### src/rtl/control_sequencer_if.sv
// Control bus between the hardwired sequencer (master) and the ALU datapath
// system (slave): every select/enable the datapath consumes, plus the IR
// contents and Z flag read back by the sequencer.
interface control_sequencer_if #(
  parameter int unsigned T_WIDTH = 3
);
  // Readback from the datapath
  logic [15:0]        IROut;
  logic               Z;

  // Register file
  logic [2:0]         RF_OutASel;
  logic [2:0]         RF_OutBSel;
  logic [2:0]         RF_FunSel;
  logic [3:0]         RF_RegSel;
  logic [3:0]         RF_ScrSel;

  // ALU
  logic [4:0]         ALU_FunSel;
  logic               ALU_WF;

  // Address register file
  logic [1:0]         ARF_OutCSel;
  logic [1:0]         ARF_OutDSel;
  logic [2:0]         ARF_FunSel;
  logic [2:0]         ARF_RegSel;

  // Instruction register and memory
  logic               IR_LH;
  logic               IR_Write;
  logic               Mem_WR;
  logic               Mem_CS;

  // Datapath multiplexers
  logic [1:0]         MuxASel;
  logic [1:0]         MuxBSel;
  logic               MuxCSel;

  // Sequencer status
  logic [T_WIDTH-1:0] T;
  logic               Halted;

  modport master (
    input  IROut, Z,
    output RF_OutASel, RF_OutBSel, RF_FunSel, RF_RegSel, RF_ScrSel,
           ALU_FunSel, ALU_WF,
           ARF_OutCSel, ARF_OutDSel, ARF_FunSel, ARF_RegSel,
           IR_LH, IR_Write, Mem_WR, Mem_CS,
           MuxASel, MuxBSel, MuxCSel,
           T, Halted
  );

  modport slave (
    output IROut, Z,
    input  RF_OutASel, RF_OutBSel, RF_FunSel, RF_RegSel, RF_ScrSel,
           ALU_FunSel, ALU_WF,
           ARF_OutCSel, ARF_OutDSel, ARF_FunSel, ARF_RegSel,
           IR_LH, IR_Write, Mem_WR, Mem_CS,
           MuxASel, MuxBSel, MuxCSel,
           T, Halted
  );
endinterface

### src/rtl/control_sequencer.sv
// Hardwired control sequencer for the ALU datapath system.
// Fetches a 16-bit instruction as two byte reads into IR (T=0 low, T=1 high),
// then issues a single execute micro-cycle (T=2). HALT_OPCODE parks the
// sequencer until Reset. Outputs are a combinational decode of state, T,
// IROut and Z; the default word is driven whenever nothing else applies.
// Optional macro SEQ_STALL_EN adds a Stall input that freezes state and T
// and forces the default word while high.
module control_sequencer #(
  parameter logic [5:0]  HALT_OPCODE = 6'h3F,
  parameter int unsigned T_WIDTH     = 3
) (
  input  logic                 Clock,
  input  logic                 Reset,
`ifdef SEQ_STALL_EN
  input  logic                 Stall,
`endif
  control_sequencer_if.master  bus
);

  typedef enum logic [1:0] {
    S_INIT  = 2'd0,
    S_FETCH = 2'd1,
    S_EXEC  = 2'd2,
    S_HALT  = 2'd3
  } state_t;

  // Opcodes handled explicitly in EXEC
  localparam logic [5:0] OP_BRA = 6'h00;
  localparam logic [5:0] OP_BNE = 6'h01;
  localparam logic [5:0] OP_INC = 6'h02;
  localparam logic [5:0] OP_LDI = 6'h03;
  localparam logic [5:0] OP_LD  = 6'h04;
  localparam logic [5:0] OP_ST  = 6'h05;

  // Function / select encodings
  localparam logic [2:0] FUN_INC  = 3'b001;
  localparam logic [2:0] FUN_LOAD = 3'b010;
  localparam logic [2:0] FUN_CLR  = 3'b011;
  localparam logic [4:0] ALU_PASS_A = 5'b10000;
  localparam logic [1:0] OUTD_PC  = 2'b00;
  localparam logic [1:0] OUTD_AR  = 2'b10;
  localparam logic [2:0] ARF_PC   = 3'b100;
  localparam logic [2:0] ARF_ALL  = 3'b111;

  localparam logic [T_WIDTH-1:0] T_LOW  = T_WIDTH'(0);
  localparam logic [T_WIDTH-1:0] T_HIGH = T_WIDTH'(1);
  localparam logic [T_WIDTH-1:0] T_EXEC = T_WIDTH'(2);

  state_t               r_state;
  logic [T_WIDTH-1:0]   r_t;

  state_t               w_state_nxt;
  logic [T_WIDTH-1:0]   w_t_nxt;
  logic                 w_stall;
  logic [5:0]           w_opcode;
  logic [1:0]           w_rsel;
  logic [3:0]           w_rx_onehot;
  logic                 w_fetch_step;

`ifdef SEQ_STALL_EN
  assign w_stall = Stall;
`else
  assign w_stall = 1'b0;
`endif

  assign w_opcode     = bus.IROut[15:10];
  assign w_rsel       = bus.IROut[9:8];
  // Rsel 0 selects R1, which sits in bit 3 of the register enables
  assign w_rx_onehot  = 4'b1000 >> w_rsel;
  assign w_fetch_step = (r_t == T_LOW) || (r_t == T_HIGH);

  assign bus.T      = r_t;
  assign bus.Halted = (r_state == S_HALT);

  // State and timing-step registers; reset wins over everything
  always_ff @(posedge Clock) begin
    if (!Reset) begin
      r_state <= S_INIT;
      r_t     <= '0;
    end else begin
      r_state <= w_state_nxt;
      r_t     <= w_t_nxt;
    end
  end

  // Next-state and next-T; stall holds both
  always_comb begin
    w_state_nxt = r_state;
    w_t_nxt     = r_t;
    if (!w_stall) begin
      case (r_state)
        S_INIT: begin
          w_state_nxt = S_FETCH;
          w_t_nxt     = T_LOW;
        end
        S_FETCH: begin
          if (r_t == T_LOW) begin
            w_t_nxt = T_HIGH;
          end else if (r_t == T_HIGH) begin
            w_state_nxt = S_EXEC;
            w_t_nxt     = T_EXEC;
          end else begin
            // Unreachable T values recover to the start of a fetch
            w_state_nxt = S_FETCH;
            w_t_nxt     = T_LOW;
          end
        end
        S_EXEC: begin
          if (w_opcode == HALT_OPCODE) begin
            w_state_nxt = S_HALT;
          end else begin
            w_state_nxt = S_FETCH;
          end
          w_t_nxt = T_LOW;
        end
        S_HALT: begin
          w_state_nxt = S_HALT;
          w_t_nxt     = T_LOW;
        end
        default: begin
          w_state_nxt = S_FETCH;
          w_t_nxt     = T_LOW;
        end
      endcase
    end
  end

  // Control word decode; default word first, Reset low or Stall keeps it
  always_comb begin
    bus.RF_OutASel  = '0;
    bus.RF_OutBSel  = '0;
    bus.RF_FunSel   = '0;
    bus.RF_RegSel   = '0;
    bus.RF_ScrSel   = '0;
    bus.ALU_FunSel  = '0;
    bus.ALU_WF      = 1'b0;
    bus.ARF_OutCSel = '0;
    bus.ARF_OutDSel = '0;
    bus.ARF_FunSel  = '0;
    bus.ARF_RegSel  = '0;
    bus.IR_LH       = 1'b0;
    bus.IR_Write    = 1'b0;
    bus.Mem_WR      = 1'b0;
    bus.Mem_CS      = 1'b1;
    bus.MuxASel     = '0;
    bus.MuxBSel     = '0;
    bus.MuxCSel     = 1'b0;

    if (Reset && !w_stall) begin
      case (r_state)
        S_INIT: begin
          bus.ARF_FunSel = FUN_CLR;
          bus.ARF_RegSel = ARF_ALL;
        end
        S_FETCH: begin
          if (w_fetch_step) begin
            bus.ARF_OutDSel = OUTD_PC;
            bus.Mem_CS      = 1'b0;
            bus.IR_Write    = 1'b1;
            bus.IR_LH       = (r_t == T_HIGH);
            bus.ARF_RegSel  = ARF_PC;
            bus.ARF_FunSel  = FUN_INC;
          end
        end
        S_EXEC: begin
          // HALT_OPCODE is tested first so an override onto a real opcode
          // still parks the sequencer with the default word
          if (w_opcode != HALT_OPCODE) begin
            case (w_opcode)
              OP_BRA: begin
                bus.MuxBSel    = 2'b11;
                bus.ARF_FunSel = FUN_LOAD;
                bus.ARF_RegSel = ARF_PC;
              end
              OP_BNE: begin
                if (!bus.Z) begin
                  bus.MuxBSel    = 2'b11;
                  bus.ARF_FunSel = FUN_LOAD;
                  bus.ARF_RegSel = ARF_PC;
                end
              end
              OP_INC: begin
                bus.RF_FunSel = FUN_INC;
                bus.RF_RegSel = w_rx_onehot;
              end
              OP_LDI: begin
                bus.MuxASel   = 2'b11;
                bus.RF_FunSel = FUN_LOAD;
                bus.RF_RegSel = w_rx_onehot;
              end
              OP_LD: begin
                bus.ARF_OutDSel = OUTD_AR;
                bus.Mem_CS      = 1'b0;
                bus.MuxASel     = 2'b10;
                bus.RF_FunSel   = FUN_LOAD;
                bus.RF_RegSel   = w_rx_onehot;
              end
              OP_ST: begin
                bus.RF_OutASel  = {1'b0, w_rsel};
                bus.ALU_FunSel  = ALU_PASS_A;
                bus.MuxCSel     = 1'b0;
                bus.ARF_OutDSel = OUTD_AR;
                bus.Mem_CS      = 1'b0;
                bus.Mem_WR      = 1'b1;
              end
              default: begin
              end
            endcase
          end
        end
        default: begin
        end
      endcase
    end
  end

endmodule

### src/flat_wrapper.sv
// flat-port wrapper written by rule: the top's interface ports become plain ports
module control_sequencer_flat 
#(
  parameter logic [5:0]  HALT_OPCODE = 6'h3F,
  parameter int unsigned T_WIDTH     = 3
)
  (Clock, Reset, bus_IROut, bus_Z, bus_RF_OutASel, bus_RF_OutBSel, bus_RF_FunSel, bus_RF_RegSel, bus_RF_ScrSel, bus_ALU_FunSel, bus_ALU_WF, bus_ARF_OutCSel, bus_ARF_OutDSel, bus_ARF_FunSel, bus_ARF_RegSel, bus_IR_LH, bus_IR_Write, bus_Mem_WR, bus_Mem_CS, bus_MuxASel, bus_MuxBSel, bus_MuxCSel, bus_T, bus_Halted);
  control_sequencer_if #(.T_WIDTH(T_WIDTH)) bus_i ();
  input  logic Clock;
  input  logic Reset;
  input wire logic [$bits(bus_i.IROut)-1:0] bus_IROut;
  input wire logic [$bits(bus_i.Z)-1:0] bus_Z;
  output wire logic [$bits(bus_i.RF_OutASel)-1:0] bus_RF_OutASel;
  output wire logic [$bits(bus_i.RF_OutBSel)-1:0] bus_RF_OutBSel;
  output wire logic [$bits(bus_i.RF_FunSel)-1:0] bus_RF_FunSel;
  output wire logic [$bits(bus_i.RF_RegSel)-1:0] bus_RF_RegSel;
  output wire logic [$bits(bus_i.RF_ScrSel)-1:0] bus_RF_ScrSel;
  output wire logic [$bits(bus_i.ALU_FunSel)-1:0] bus_ALU_FunSel;
  output wire logic [$bits(bus_i.ALU_WF)-1:0] bus_ALU_WF;
  output wire logic [$bits(bus_i.ARF_OutCSel)-1:0] bus_ARF_OutCSel;
  output wire logic [$bits(bus_i.ARF_OutDSel)-1:0] bus_ARF_OutDSel;
  output wire logic [$bits(bus_i.ARF_FunSel)-1:0] bus_ARF_FunSel;
  output wire logic [$bits(bus_i.ARF_RegSel)-1:0] bus_ARF_RegSel;
  output wire logic [$bits(bus_i.IR_LH)-1:0] bus_IR_LH;
  output wire logic [$bits(bus_i.IR_Write)-1:0] bus_IR_Write;
  output wire logic [$bits(bus_i.Mem_WR)-1:0] bus_Mem_WR;
  output wire logic [$bits(bus_i.Mem_CS)-1:0] bus_Mem_CS;
  output wire logic [$bits(bus_i.MuxASel)-1:0] bus_MuxASel;
  output wire logic [$bits(bus_i.MuxBSel)-1:0] bus_MuxBSel;
  output wire logic [$bits(bus_i.MuxCSel)-1:0] bus_MuxCSel;
  output wire logic [$bits(bus_i.T)-1:0] bus_T;
  output wire logic [$bits(bus_i.Halted)-1:0] bus_Halted;
  assign bus_i.IROut = bus_IROut;
  assign bus_i.Z = bus_Z;
  assign bus_RF_OutASel = bus_i.RF_OutASel;
  assign bus_RF_OutBSel = bus_i.RF_OutBSel;
  assign bus_RF_FunSel = bus_i.RF_FunSel;
  assign bus_RF_RegSel = bus_i.RF_RegSel;
  assign bus_RF_ScrSel = bus_i.RF_ScrSel;
  assign bus_ALU_FunSel = bus_i.ALU_FunSel;
  assign bus_ALU_WF = bus_i.ALU_WF;
  assign bus_ARF_OutCSel = bus_i.ARF_OutCSel;
  assign bus_ARF_OutDSel = bus_i.ARF_OutDSel;
  assign bus_ARF_FunSel = bus_i.ARF_FunSel;
  assign bus_ARF_RegSel = bus_i.ARF_RegSel;
  assign bus_IR_LH = bus_i.IR_LH;
  assign bus_IR_Write = bus_i.IR_Write;
  assign bus_Mem_WR = bus_i.Mem_WR;
  assign bus_Mem_CS = bus_i.Mem_CS;
  assign bus_MuxASel = bus_i.MuxASel;
  assign bus_MuxBSel = bus_i.MuxBSel;
  assign bus_MuxCSel = bus_i.MuxCSel;
  assign bus_T = bus_i.T;
  assign bus_Halted = bus_i.Halted;
  control_sequencer #(.HALT_OPCODE(HALT_OPCODE), .T_WIDTH(T_WIDTH)) u_core (.Clock(Clock), .Reset(Reset), .bus(bus_i));
endmodule
### config.mk
export PLATFORM = sky130hd
export DESIGN_NAME = control_sequencer_flat
export DESIGN_NICKNAME = d
export VERILOG_FILES = /design/src/rtl/control_sequencer_if.sv /design/src/rtl/control_sequencer.sv /design/src/flat_wrapper.sv
export SDC_FILE = /design/constraint.sdc
export NUM_CORES = 1
export LEC_CHECK = 0
export ABC_CLOCK_PERIOD_IN_PS = 1500
export BUFFER_PORTS_ARGS = -buffer_cell sky130_fd_sc_hd__buf_2
export CORE_UTILIZATION = 36
export CTS_CLUSTER_DIAMETER = 150
export DETAILED_ROUTE_END_ITERATION = 10
export HOLD_SLACK_MARGIN = 0.02
export PLACE_DENSITY = 0.9
export SLEW_MARGIN = 20
export SYNTH_ARGS = -nofsm -noshare
export SYNTH_HDL_FRONTEND = slang
export SYNTH_SLANG_ARGS = --single-unit
### constraint.sdc
create_clock -name Clock -period 1.5 [get_ports Clock]
set_input_delay 0.15 -clock Clock [delete_from_list [all_inputs] [get_ports Clock]]
set_output_delay 0.15 -clock Clock [all_outputs]
set_load 0.005 [all_outputs]
# Word level (Yosys, flattened, before mapping)
# Cells that the tools add are included.
[totals] ff_bits=5
[classes] eq_ne=12 shift=1 muxes=63 reduce_logical=8
[op_table] cell="2-to-1 mux 3 bit" n=13
[op_table] cell="2-to-1 mux 2 bit" n=17
[op_table] cell="2-to-1 mux 5 bit" n=4
[op_table] cell="one-hot mux 3 bit (2 select lines)" n=3
[op_table] cell="one-hot mux 3 bit (3 select lines)" n=2
[op_table] cell="2-to-1 mux 4 bit" n=4
[op_table] cell="2-to-1 mux 1 bit" n=15
[op_table] cell="== test 6 x 2 -> 1 bit, second input constant" n=2
[op_table] cell="== test 6 x 3 -> 1 bit, second input constant" n=2
[op_table] cell="one-hot mux 2 bit (2 select lines)" n=3
[op_table] cell="one-hot mux 2 bit (4 select lines)" n=1
[op_table] cell="== test 6 x 1 -> 1 bit, second input constant" n=1
[op_table] cell="== test 6 bit, second input constant" n=1
[op_table] cell="logical NOT 6 bit" n=1
[op_table] cell="inequality test 6 bit, second input constant" n=1
[op_table] cell="OR reduction 3 bit" n=2
[op_table] cell="== test 2 bit, second input constant" n=2
[op_table] cell="OR reduction 2 bit" n=2
[op_table] cell=">> shifter 4 x 2 -> 4 bit, first input constant" n=1
[op_table] cell="== test 3 x 1 -> 1 bit, second input constant" n=1
[op_table] cell="logical NOT 3 bit" n=1
[op_table] cell="== test 2 x 1 -> 1 bit, second input constant" n=1
[op_table] cell="logical NOT 2 bit" n=1
[op_table] cell="inequality test 2 bit, second input constant" n=1
[op_table] cell="2 further kinds" n=2

# Depth between registers and ports, before layout
# Gate-level depths: netlist of the first run.
[logic_depth] ltp_word=6 ltp_mapped=6 ltp_nobuf=5

# Least setup slack after synthesis of the first run
# No wires, ideal clock.
[synth_path] kind="register to output" from="register u_core.r_state[0]" to="output port bus_ALU_FunSel[4]" arrival_time_ns=1.334 setup_slack_ns=0.016 stages_incl_launch_ff=7 cell_sequence="dfxtp_1 -> inv_1 -> ha_1 -> and2_2 -> and2_1 -> and3_1 -> buf_4"
[synth_between] elab_chain_len=3
[synth_rtl] item="start, declared" line="control_sequencer.sv:49" source="state_t r_state;"
[synth_rtl] item="start signal, assigned" line="control_sequencer.sv:81" source="r_state <= w_state_nxt;"
[synth_rtl] item="== test 2 bit" line="control_sequencer.sv:150" source="case (r_state)"
[synth_rtl] item="2-to-1 mux 5 bit" line="control_sequencer.sv:150"
[synth_rtl] item="2-to-1 mux 5 bit" line="control_sequencer.sv:149" source="if (Reset && !w_stall) begin"
[synth_rtl] item="end, declared" line="flat_wrapper.sv:18" source="output wire logic [$bits(bus_i.ALU_FunSel)-1:0] bus_ALU_FunSel;"
# Every way passes these cells.

# Final worst setup path of the first run
[layout_path] from="register u_core.r_state[0]" to="output port bus_RF_RegSel[1]"
[layout_between] elab_chain_len=3
[layout_rtl] item="== test 2 bit" line="control_sequencer.sv:150"
[layout_rtl] item="2-to-1 mux 4 bit" line="control_sequencer.sv:150"
[layout_rtl] item="2-to-1 mux 4 bit" line="control_sequencer.sv:149"
[layout_rtl] item="end, declared" line="flat_wrapper.sv:16" source="output wire logic [$bits(bus_i.RF_RegSel)-1:0] bus_RF_RegSel;"
# Every way passes these cells.

==> parameters.txt, run 1 <==
Parameter                              Value

Run status
  Outcome ... finished with violations
  Failing checks ... setup timing

Pwr
  Worst ir drop on vdd ... roughly 370 uV
  Power density normalized to cell area ... 979 nW/um^2
  Reported leakage power ... 0.497 nW
  Power after layout ... 0.892 mW

Synth
  Synthesized area per cell ... 7.39 um^2
  Area of the mapped netlist ... 687 um^2
  Gate Count Post-Synth ... 93
  Yosys warnings ... 0
  Post-synthesis register bit count ... 4
  Fraction of post-synthesis cell area in the top cell type by area ... 0.262
  Yosys top cell by area ... buf_4
  Count of distinct cell types in the synthesized netlist ... 28
  Leading cell types by total area after synthesis ... buf_4 26%, dfxtp_1 12%, and4_1 8.9%
  Sequential-to-total area share from yosys stat ... 0.117

Detailed routing
  Number of nets with antenna violations after routing ... 0
  First drt pass iteration count ... 4
  Detail-routed via count per cell ... 4.71
  Vias post-DR ... 721
  Routed wire length per instance ... between 10 and 15 um
  Final Routed Wirelength ... ~1.7 mm
  # DRC ... 0
  Initial detailed-routing violation count ... 30

CTS
  Clk buf depth ... 2
  Source-to-sink clock delay at the later pin of the worst-skew pair ... 230 ps
  Number of buffers created by CTS ... 3
  Clock net sink count ... 4
  Clock input transition at the sequential cells of the worst setup and hold paths ... roughly 40 ps
  Cell at the root of the clock tree ... clkbuf_4
  Clock tree from TritonCTS ... built
  CTS H-Tree Depth ... 1

Die
  Die Wd ... between 40 and 50 um
  I/O pin count ... 65
  Y dimension of the die ... between 40 and 50 um
  Number of standard-cell rows in the floorplan ... 15
  Core ar. ... 1760 um^2
  Initial Utilization ... 0.389
  Die footprint ... 2090 um^2

STA
  Final worst setup slack ... -77.2 ps
  Fraction of the cycle the final worst path needs ... 1.05
  Setup violators final ... 12
  Worst setup skew after layout ... 2.48 ps
  Setup repair after global routing missed its margin ... true
  Max-slew violation count ... 0
  Crit path time final ... 1580 ps
  Total count of hold-check failures in the final report ... 0
  Maximum clock frequency ... 634 MHz

Finish
  Number of filler cells placed in the layout ... 167
  Share of layout cells above drive strength 1 ... 0.461
  Area growth syn-to-layout ... 32.6%
  Ant diodes ... 0
  Final core area utilization ... 0.516
  Net count reported at finish ... approximately 150
  Finished Layout Cells ... 153

Placement
  Placement Setup Slack ... -99.7 ps
  Total of buffers placed on input and output ports ... 36
  GP Congestion ... 0.783
  HPWL after detailed placement ... 1.30 mm
  Number of instances in the placed design ... 150

GRT
  Grt ovf ... 0
  Vias in the first global route ... 546
  GR Util All Layers ... 0.161
  Maximum number of pins on one net before global-route repair ... 12
  Antenna violations before repair ... 0
  Global-route wire length before repair ... 2.47 mm

Critical path
  Number of buffer and inverter stages on the critical path ... 2
  Top cell family by delay on the critical path ... simple AND/OR/NAND/NOR gates
  Type of destination of the critical path ... primary output
  Setup Crit Path Kind ... reg2out
  Startpoint kind of the worst setup timing path ... flip-flop
  Critical path data arrival time ... 1430 ps
  Crit path max-delay cell type ... dfxtp_4
  Critical Path, Cell by Cell ... inv_4, ha_4, and2_4, and2_4, and4_1, buf_2
  Cell occurring most often along the worst timing path ... and2_4
  Max stage delay on crit path ... 360 ps
  Max FO, Critical Path ... 8
  Worst Path Required ... 1350 ps

Min path
  Class of the most critical hold timing path ... in2reg

Flow run
  Total of max-cap violations ... 0
==> cell type report <==
type | count | area, um^2 | share of cell area
Sequential cell | 4 | 87.6 | 0.0962
Timing Repair Buffer | 39 | 221 | 0.243
Clock buffer | 3 | 22.5 | 0.0247
Multi-Input combinational cell | 76 | 523 | 0.574
Tap cell | 25 | 31.3 | 0.0343
Inverter | 6 | 25.0 | 0.0275
==> layer usage <==
metal,share of wire,GRT usage
met1,0.38,0.188
met2,0.54,0.291
met5,0,0
met3,0.071,0.0238
met4,0,0.0606
==> worst reg2reg max path: stages (launching register included) <==
cell and delay, ps:
dfxtp_4 380, inv_4 50, ha_4 160, buf_4 130
or4b_4 550, nor2_4 130
==> stage by stage <==
stage | instance area, um^2 | hold WS, ps | TNS, ps
floorplan | 758 | 394 | 0
global placement | 797 | 469 | -0.983
detailed placement | 797 | 489 | -708
CTS | 882 | 244 | -646
global route | 911 | 284 | -1310
finish | 911 | 262 | -631
==> final timing paths <==
check                                  startpoint                 to  slack [ps]  cells past startpoint
worst max-delay path            u_core.r_state[0]   bus_RF_RegSel[1]         -80                      6
worst min register to register    u_core.bus.T[0]    u_core.bus.T[0]         550                      1
worst min-delay path                        Reset  u_core.r_state[0]         260                      3
worst max register to register  u_core.r_state[0]    u_core.bus.T[1]          50                      5
==> report_power, final <==
group,leakage [nW],internal [mW],switching (mW)
sequential,0.0341,0.152,0.0668
clock,0.0138,0.0894,0.0425
combinational,0.450,0.267,0.275
total,0.497,0.508,0.384
==> cells by family (layout without fill, tap and decap cells) <==
group | Yosys count | after routing | synth area share
buffers and inverters | 32 | 48 | 0.317
other | 1 | 20 | 0.00546
AOI/OAI and AO/OA | 12 | 12 | 0.111
adders and majority gates | 4 | 4 | 0.0729
and+or+nand+nor | 40 | 40 | 0.377
DFF | 4 | 4 | 0.117
==> timing repair <==
action | in CTS | in global routing
pin swaps | 10 | 3
hold buffers | 0 | 0
endpoints found under the hold margin | 0 | 0
gates resized for setup | 19 | 6
buffers inserted | 1 | 0
setup endpoints to repair | 24 | 21
==> layout by cell type (no fill, tap or decap), types with 3 or more instances in the layout <==
master / Yosys / final
o21ai_0: 4 / 4
nor2_1: 5 / 4
buf_6: 1 / 3
nand2b_1: 5 / 5
buf_2: 0 / 33
and4_1: 7 / 7
buf_4: 24 / 3
clkbuf_4: 0 / 3
nand2_1: 5 / 5
nor3_2: 2 / 3
conb_1: 1 / 20
inv_1: 6 / 4
==> synthesized netlist by cell type <==
cell / n
nor3b_1: 1
a2111oi_0: 1
buf_4: 24
and2_1: 2
o31ai_1: 1
and3_1: 4
and4_1: 7
and2b_1: 1
nor2_1: 5
nor2b_1: 3
o21ai_0: 4
or4b_4: 1
nand2b_1: 5
dfxtp_1: 4
buf_6: 1
nor3_2: 2
a221o_1: 1
inv_1: 6
nand2_1: 5
clkbuf_1: 1
a211oi_1: 2
conb_1: 1
nand4_1: 1
nor3_1: 1
and2_2: 1
nand3_1: 1
a21oi_1: 3
ha_1: 4
==> sequential cells by signal, indices dropped and copies added, names as in the netlist <==
| register | cells |
|---|---|
| u_core.bus.T | 2 |
| u_core.r_state | 2 |
(Power assumes the default switching activity.)
==> run 2: changes to the inputs <==
CORE_ASPECT_RATIO = 1.4   (was unset)
==> run 2 against run 1 <==
Compared with the run above: the flow still finishes with violations (setup timing); setup slack worse by 6.2 ps; count of clock-buffer cells in the layout unchanged; global-route usage rose by 1.9 points.
==> parameters.txt, run 2 (synthesis gave the netlist of run 1 again) <==
Parameter                              Value

STA
  Setup violators final ... 17 (was 12)
  Setup repair after global routing missed its margin ... true (unchanged)
  Final worst setup slack ... -83.4 ps (was -77.2 ps)
  Worst setup skew after layout ... 0.239 ps (was 2.48 ps)
  Worst Hold Slack ... 213 ps (was 262 ps)
  Total count of hold-check failures in the final report ... 0 (unchanged)
  Maximum clock frequency ... 632 MHz (was 634 MHz)
  Fraction of the cycle the final worst path needs ... 1.06 (was 1.05)
  Crit path time final ... 1580 ps (about the same)
  Max-slew violation count ... 0 (unchanged)

Die
  Die footprint ... 2090 um^2 (about the same)
  I/O pin count ... 65 (unchanged)
  Number of standard-cell rows in the floorplan ... 18 (was 15)
  Core ar. ... 1780 um^2 (was 1760 um^2)
  Initial Utilization ... 0.386 (was 0.389)
  Y dimension of the die ... 53.7 um (was 45.7 um)
  Die Wd ... 38.9 um (was 45.7 um)

Run status
  Failing checks ... setup timing (unchanged)
  Outcome ... finished with violations (unchanged)

Detailed routing
  Final Routed Wirelength ... 1.71 mm (was 1.72 mm)
  Routed wire length per instance ... 11.5 um (was 11.3 um)
  Number of nets with antenna violations after routing ... 0 (unchanged)
  Detail-routed via count per cell ... 4.97 (was 4.71)
  Initial detailed-routing violation count ... 8 (was 30)
  First drt pass iteration count ... 4 (unchanged)
  # DRC ... 0 (unchanged)
  Vias post-DR ... 740 (was 721)

CTS
  Clock input transition at the sequential cells of the worst setup and hold paths ... 40 ps (about the same)
  Clock net sink count ... 4 (unchanged)
  Clk buf depth ... 2 (unchanged)
  CTS H-Tree Depth ... 1 (unchanged)
  Number of hold-repair buffers added at the cts stage ... 0 (unchanged)
  Clock tree from TritonCTS ... built (unchanged)
  Source-to-sink clock delay at the later pin of the worst-skew pair ... 240 ps (was 230 ps)
  Cell at the root of the clock tree ... clkbuf_4 (unchanged)
  Number of buffers created by CTS ... 3 (unchanged)

Finish
  Net count reported at finish ... 154 (was 153)
  Share of layout cells above drive strength 1 ... 0.504 (was 0.461)
  Most common library cell in the layout ignoring fill and taps ... buf_2 (unchanged)
  Area growth syn-to-layout ... 38.1% (was 32.6%)
  Ant diodes ... 0 (unchanged)
  Highest-count cells in the layout ignoring fill and taps ... 31 x buf_2, 20 x conb_1, 7 x and4_1 (was 33 x buf_2, 20 x conb_1, 7 x and4_1)
  Finished Layout Cells ... 149 (was 153)

Pwr
  Reported leakage power ... 0.505 nW (was 0.497 nW)
  Power density normalized to cell area ... 960 nW/um^2 (was 979 nW/um^2)
  Worst ir drop on vdd ... 482 uV (was 366 uV)

GRT
  Global-route wire length before repair ... 2.66 mm (was 2.47 mm)
  Maximum number of pins on one net before global-route repair ... 12 (unchanged)
  Antenna violations before repair ... 0 (unchanged)
  GR Util All Layers ... 0.181 (was 0.161)
  Grt ovf ... 0 (unchanged)
  Vias in the first global route ... 660 (was 546)

Critical path
  Startpoint kind of the worst setup timing path ... flip-flop (unchanged)
  Top cell family by delay on the critical path ... simple AND/OR/NAND/NOR gates (unchanged)
  Cell occurring most often along the worst timing path ... and2_4 (unchanged)
  Max FO, Critical Path ... 8 (unchanged)
  Worst Path Required ... 1350 ps (about the same)
  Length in cells of the worst reg-to-reg path ... 4 (was 5)
  Number of buffer and inverter stages on the critical path ... 2 (unchanged)
  Type of destination of the critical path ... primary output (unchanged)
  Crit path max-delay cell type ... dfxtp_4 (unchanged)
  Endpoint of the lowest-slack register-to-register path ... u_core.bus.T[0] (was u_core.bus.T[1])
  Launching point of the worst reg2reg path ... u_core.r_state[0] (unchanged)
  Critical path data arrival time ... 1430 ps (about the same)
  Critical Path, Cell by Cell ... inv_4, ha_4, and2_4, and2_4, and4_1, buf_2 (unchanged)
  Max stage delay on crit path ... 370 ps (was 360 ps)
  R2r setup slk ... 70 ps (was 50 ps)
  Setup Crit Path Kind ... reg2out (unchanged)

Placement
  Total of buffers placed on input and output ports ... 36 (unchanged)
  GP Congestion ... 0.785 (was 0.783)
  Number of instances in the placed design ... 145 (was 150)
  HPWL after detailed placement ... 1.23 mm (was 1.30 mm)

Min path
  HP Start ... Reset (unchanged)
  Class of the most critical hold timing path ... in2reg (unchanged)
  Cells on Worst Hold Path ... 3 (unchanged)
  End point of the most critical hold path ... u_core.r_state[0] (unchanged)

Flow run
  Total of max-cap violations ... 0 (unchanged)
[run 2: layer usage]
metal  GRT usage  wire (um)
met5           0          0
met4       0.132         40
met3      0.0248        115
met2       0.328        946
met1       0.178        611
[run 2: final cells by class]
type	count	area, um^2
Multi-Input combinational cell	76	541
Inverter	6	27.5
Sequential cell	4	87.6
Tap cell	20	25.0
Timing Repair Buffer	40	245
Fill cell	163	831
Clock buffer	3	22.5
[run 2: how the worst max path moves through the flow]
stage | from | to | slack [ps] | cells after the start
after floorplan | u_core.r_state[0] | bus_ALU_FunSel[4] | 20 | 6
after global placement | u_core.r_state[0] | bus_RF_RegSel[0] | 2 | 6
after detailed placement | u_core.r_state[0] | bus_RF_RegSel[0] | -30 | 6
after CTS | u_core.r_state[0] | bus_RF_OutASel[0] | -50 | 6
after global routing | u_core.r_state[0] | bus_RF_OutASel[1] | -140 | 6
final | u_core.r_state[0] | bus_RF_OutASel[1] | -80 | 6
[run 2: worst min-delay path: cells and delay by family]
family / cells / cell delay, ps
buf+inv: 1 / 150
compound gates: 1 / 80
simple gates: 1 / 40
[run 2: report_power, final]
group / internal (mW) / switching, mW / total (mW)
combinational: 0.275 / 0.280 / 0.554
sequential: 0.152 / 0.0668 / 0.219
clock: 0.0897 / 0.0475 / 0.137
[run 2: through the flow]
stage          setup TNS (ps)   util  worst slack, ps  cell area (um^2)  power [mW]
6_report                 -753  0.533            -83.4               948       0.911
5_1_grt                 -1720  0.533             -143               948        1.00
4_1_cts                  -642  0.505            -51.4               898       0.883
3_5_place_dp             -168  0.444            -33.0               791       0.632
3_3_place_gp                0  0.444             2.05               791       0.609
2_1_floorplan               0      -             16.3               758       0.514
[run 2: timing repair]
item / CTS / global route
pin swaps: 13 / 4
setup buffers: 1 / 0
setup endpoints to repair: 22 / 19
gates resized for setup: 24 / 11
